File: src/rtl/keypad_scanner.sv
// 4x4 matrix keypad scanner: column drive, row sync, per-frame debounce FSM,
// and an 8-nibble hex entry shift register for the seven-segment driver.
module keypad_scanner #(
  parameter int SCAN_BITS = 14,
  parameter int DEB_CNT   = 3
) (
  input  logic        clk,
  input  logic        reset,
  input  logic [3:0]  row_n,
  input  logic        clear,
  output logic [3:0]  col_n,
  output logic [3:0]  key_code,
  output logic        key_valid,
  output logic        key_held,
  output logic [31:0] data_out
);

  localparam int         CW  = SCAN_BITS + 2;
  localparam logic [3:0] DEB = 4'(DEB_CNT);

  typedef enum logic [1:0] {IDLE, DEB_PRESS, HELD, DEB_RELEASE} state_t;

  logic [CW-1:0] scan_cnt;
  logic [1:0]    col_idx;
  logic [3:0]    sync1, row_sync;
  logic [15:0]   frame, img;
  logic          dwell_end, frame_end;
  logic          cls_none, cls_one, accept;
  logic [3:0]    code, cand, cnt, cnt_inc, idx;
  state_t        state;

  assign col_idx   = scan_cnt[CW-1 -: 2];
  assign dwell_end = &scan_cnt[SCAN_BITS-1:0];
  assign frame_end = &scan_cnt;
  assign cnt_inc   = cnt + 4'd1;

  always_comb col_n = ~(4'b0001 << col_idx);

  always_ff @(posedge clk or negedge reset) begin
    if (!reset) begin
      scan_cnt <= '0;
      sync1    <= 4'b1111;
      row_sync <= 4'b1111;
      frame    <= '0;
    end else begin
      scan_cnt <= scan_cnt + CW'(1);
      sync1    <= row_n;
      row_sync <= sync1;
      frame    <= img;
    end
  end

  // The image used at frame end already merges the final column's capture,
  // so classification sees all four columns on the same edge.
  always_comb begin
    img = frame;
    idx = '0;
    if (dwell_end)
      for (int r = 0; r < 4; r++) begin
        idx      = {2'(r), col_idx};
        img[idx] = ~row_sync[r];
      end
  end

  always_comb begin
    code = '0;
    for (int i = 0; i < 16; i++)
      if (img[i]) code = 4'(i);
    cls_none = (img == 16'h0000);
    cls_one  = $onehot(img);
  end

  always_comb begin
    accept = 1'b0;
    if (frame_end && cls_one) begin
      if (state == IDLE && DEB == 4'd1) accept = 1'b1;
      if (state == DEB_PRESS && code == cand && cnt_inc == DEB) accept = 1'b1;
    end
  end

  always_ff @(posedge clk or negedge reset) begin
    if (!reset) begin
      state    <= IDLE;
      cnt      <= '0;
      cand     <= '0;
      key_held <= 1'b0;
    end else if (frame_end) begin
      case (state)
        IDLE: if (cls_one) begin
          cand <= code;
          cnt  <= 4'd1;
          if (DEB == 4'd1) begin
            state    <= HELD;
            key_held <= 1'b1;
          end else state <= DEB_PRESS;
        end
        DEB_PRESS: begin
          if (!cls_one) state <= IDLE;
          else if (code == cand) begin
            cnt <= cnt_inc;
            if (cnt_inc == DEB) begin
              state    <= HELD;
              key_held <= 1'b1;
            end
          end else begin
            cand <= code;
            cnt  <= 4'd1;
          end
        end
        HELD: if (cls_none) begin
          cnt <= 4'd1;
          if (DEB == 4'd1) begin
            state    <= IDLE;
            key_held <= 1'b0;
          end else state <= DEB_RELEASE;
        end
        DEB_RELEASE: begin
          if (!cls_none) state <= HELD;
          else begin
            cnt <= cnt_inc;
            if (cnt_inc == DEB) begin
              state    <= IDLE;
              key_held <= 1'b0;
            end
          end
        end
        default: state <= IDLE;
      endcase
    end
  end

  // Clear beats a coincident acceptance for data_out only.
  always_ff @(posedge clk or negedge reset) begin
    if (!reset) begin
      key_code  <= '0;
      key_valid <= 1'b0;
      data_out  <= '0;
    end else begin
      key_valid <= accept;
      if (accept) key_code <= code;
      if (clear)       data_out <= '0;
      else if (accept) data_out <= {data_out[27:0], code};
    end
  end

endmodule

File: config.mk
export PLATFORM = sky130hd
export DESIGN_NAME = keypad_scanner
export DESIGN_NICKNAME = d
export VERILOG_FILES = /design/src/rtl/keypad_scanner.sv
export SDC_FILE = /design/constraint.sdc
export NUM_CORES = 1
export LEC_CHECK = 0
export CORE_ASPECT_RATIO = 2
export CORE_UTILIZATION = 40
export CTS_BUF_LIST = sky130_fd_sc_hd__clkbuf_8
export CTS_CLUSTER_DIAMETER = 50
export DETAILED_ROUTE_END_ITERATION = 12
export PLACE_DENSITY = 0.66
export REMOVE_ABC_BUFFERS = 1
export SKIP_LAST_GASP = 1
export SLEW_MARGIN = 20
export SYNTH_ARGS = -nofsm -noshare
export SYNTH_HDL_FRONTEND = slang
export SYNTH_SLANG_ARGS = --single-unit
export TNS_END_PERCENT = 30
File: constraint.sdc
create_clock -name clk -period 6 [get_ports clk]
set_input_delay 0.6 -clock clk [delete_from_list [all_inputs] [get_ports clk]]
set_output_delay 0.6 -clock clk [all_outputs]
set_load 0.05 [all_outputs]
==> impl_metrics.ini <==
[sta]
finalCriticalPeriod_ns = 5.79
finalSetupViolations = 0
worst_slew_pin_slew_ns = 0.991
rsz0062_at_grt = yes
fin_crit_sh_pct = 96.4
finalWorstSetupSlack_ns = 0.215
fin_tns_setup_ns = 0
slew_headroom_pct = 33.9
fmax_ghz = 0.173
final.setup_skew_ns = 0.00700
drv_slew = 0
hold_violations = 0

[place]
hpwl_um = 9040
dp.cells = 668
port_buffers = 48
pre_cts_ws_ns = -0.364
routabilityCongestion = 0.904

[route]
viasPerCell = 5.63
num_vias = 3938
drtIter0Drc = 245
routed_wl_um = 12400
drc = 0
ant_nets = 0
first_pass_iters = 4
wl_per_cell_um = 17.7

[logic_synthesis]
netlist_top_cells_area = dfrtp_1 (42%), mux2i_1 (4.6%), dfstp_2 (4.4%)
syn-cell-area_um2 = 4750
yosysSeqAreaShare_pct = 46.6
avgSynthCellArea_um2 = 9.98
synth-edff-count = 0
postSynthCellCount = 476
synth_top_area_share_pct = 42.1
synth_async_sr_flop_share_pct = 100
ys_ff_latch = 88
yosysUniqueCellTypes = 62
yosys_warnings = 0
yosysTopAreaCell = dfrtp_1
ys_dominant_reg_cell = dfrtp_1

[clock_network]
clock_latency_ns = 0.37
cts_buffers = 9
cts_tree = done
clk_pin_slew_ns = 0.09
htreeDepth = 3
clockBufferDepth = 2
cts_root_buf = clkbuf_8
cts.sink_count = 88
hold_buffers = 0

[cells_and_area]
nets = 575
n_fill_cell = 1128
final_cells = 699
syn_to_final_growth_pct = 26.0
drive_above_1_share_pct = 17.1
antennaDiodeCount = 0

[run]
drv_cap = 0

[status]
outcome = completed

[critical_path]
arrival_ns = 6.07
rr_worst_depth = 21
path_cells = ha_4 -> nand4_4 -> buf_4 -> nor4_4 -> buf_4 -> mux2i_2 -> inv_1 -> fa_1 -> fa_1 -> fa_1 -> inv_1 -> fa_1 -> ha_1 -> fa_1 -> nor4_2 -> o211a_1 -> buf_4 -> a41oi_1 -> or2_4 -> or3_1 -> o21ai_0
critPathCaptureType = register
crit_family = adder cells
worstReg2RegEnd = cnt[1]
worstPathRequired_ns = 6.28
r2r_slack_ns = 0.21
critPathKind = register to register
r2r-start = scan_cnt[0]
worst_path_max_delay_cell = fa_1
start_kind = register
cp_max_fo = 10
crit_path_max_incr_delay_ns = 0.52
cp.buffers_inverters = 5
path_common_cell = fa_1

[floorplan]
core_um2 = 11600
fp-row-count = 56
die_area_um2 = 12300
dieHeight_um = 156
io_pins = 49
die_x_um = 79.1
start_util_pct = 40.9

[power_and_ir_drop]
power_leakage_nw = 2.61
p_per_area_nw_per_um2 = 189
peakVddDrop_uv = 171

[global_route]
grt_first_pass_wirelength_um = 20000
track_usage_pct = 21.2
grt_pass1_vias = 4110
antenna_found_initial = 0
overflow = 0
grt_max_degree = 52

[min_path]
hold_path.class = primary input to asynchronous set/reset pin
==> per-layer routing <==
layer	track usage (%)	up-vias	share of wire [%]
li1	-	1849	-
met1	21.5	1983	36
met2	41.0	87	58
met3	2.92	19	3.0
met4	10.1	0	2.9
met5	0	-	0
==> kinds of logic after synthesis <==
logic type	synth area share (%)
compound gates	14.4
mux	5.58
flops	46.6
fa+ha+maj	6.58
xor+xnor	2.95
buf+inv	5.34
simple gates	18.6
==> flip-flops by register name, indices dropped and copies added, names as in the netlist <==
signal     flops
data_out      32
frame         16
scan_cnt      16
cand           4
cnt            4
key_code       4
row_sync       4
sync1          4
state          2
key_held       1
key_valid      1
==> final cells by class <==
class	instances	area (um^2)	area share, %
clock buffers	10	138	2.30
clock inverters	6	114	1.90
inverters	34	128	2.13
multi-input cells	327	2420	40.3
flip-flops and latches	88	2210	37.0
well taps	145	181	3.03
repair buffers	89	798	13.3
==> cells in the mapped netlist (3+ instances only) <==
master     n
o41ai_1    5
mux2_2     4
nor2_1    21
clkbuf_1  14
or2_2      4
fa_1      10
o21a_1     4
nor3b_1    3
a21oi_1   30
xnor2_1   11
dfrtp_1   80
a211oi_1   3
or3_1      3
buf_2      8
nor3_1     6
xor2_1     5
o211a_1    6
nand4_1   31
and2_1     4
nor4_1     4
o211ai_1   3
inv_1     34
mux2i_1   22
dfstp_2    8
buf_1      3
o21ai_0   37
and3_1     4
ha_1       9
nand3_1   15
nand2_1   42
==> metrics by stage <==
stage / total power [mW] / instance area (um^2) / hold WS, ns / utilization [%]
finish: 1.13 / 5990 / 0.185 / 51.5
global route: 1.17 / 5990 / 0.219 / 51.5
CTS: 1.14 / 5800 / 0.199 / 49.9
detailed placement: 0.636 / 5480 / 0.347 / 47.1
global placement: 0.635 / 5480 / 0.347 / 47.1
floorplan: 0.614 / 4630 / 0.304 / -
==> repair_timing <==
| action | in CTS | in global routing |
|---|---|---|
| pin swaps | 2 | 6 |
| setup buffers | 3 | 11 |
| cloned | 1 | 0 |
| resized for setup | 10 | 24 |
| setup endpoints to repair | 44 | 44 |
==> where the power goes <==
part	total (mW)	switching [mW]	internal, mW	leakage [nW]
Combinational	0.0224	0.0169	0.00552	1.30
Clock	0.509	0.219	0.289	0.119
Sequential	0.601	0.00378	0.598	1.19
==> placed cells by master, fill, tap and decap left out, drive strengths merged, types with 7 or more instances in the layout <==
cell type	synthesis	final
buf	13	42
nor2	21	21
clkdlybuf4s50	0	47
inv	34	35
nor4	7	7
dfrtp	80	80
clkbuf	14	10
xnor2	11	11
fa	10	10
nand4	33	33
dfstp	8	8
mux2i	22	22
a21oi	30	30
ha	9	9
nand3	15	15
nand2	42	42
o21ai	39	39
==> worst reg2reg max path: stages (launching register included) <==
cell and delay (ns):
dfrtp_1 0.43, ha_4 0.17, nand4_4 0.12, buf_4 0.21, nor4_4 0.27, buf_4 0.17, mux2i_2 0.23, inv_1 0.09
fa_1 0.52, fa_1 0.43, fa_1 0.50, inv_1 0.05, fa_1 0.43, ha_1 0.22, fa_1 0.46, nor4_2 0.24
o211a_1 0.23, buf_4 0.12, a41oi_1 0.04, or2_4 0.31, or3_1 0.31, o21ai_0 0.15
==> how the worst max path moves through the flow <==
stage / slack (ns) / cells after the start / start / end
floorplan: -0.70 / 19 / scan_cnt[0] / data_out[0]
global placement: -0.18 / 20 / scan_cnt[0] / key_code[3]
detailed placement: -0.36 / 20 / scan_cnt[0] / key_code[3]
CTS: 0.004 / 21 / scan_cnt[0] / key_code[3]
global route: -0.04 / 21 / scan_cnt[1] / cnt[1]
finish: 0.21 / 21 / scan_cnt[0] / cnt[1]
Power figures use the tool's default switching activity.
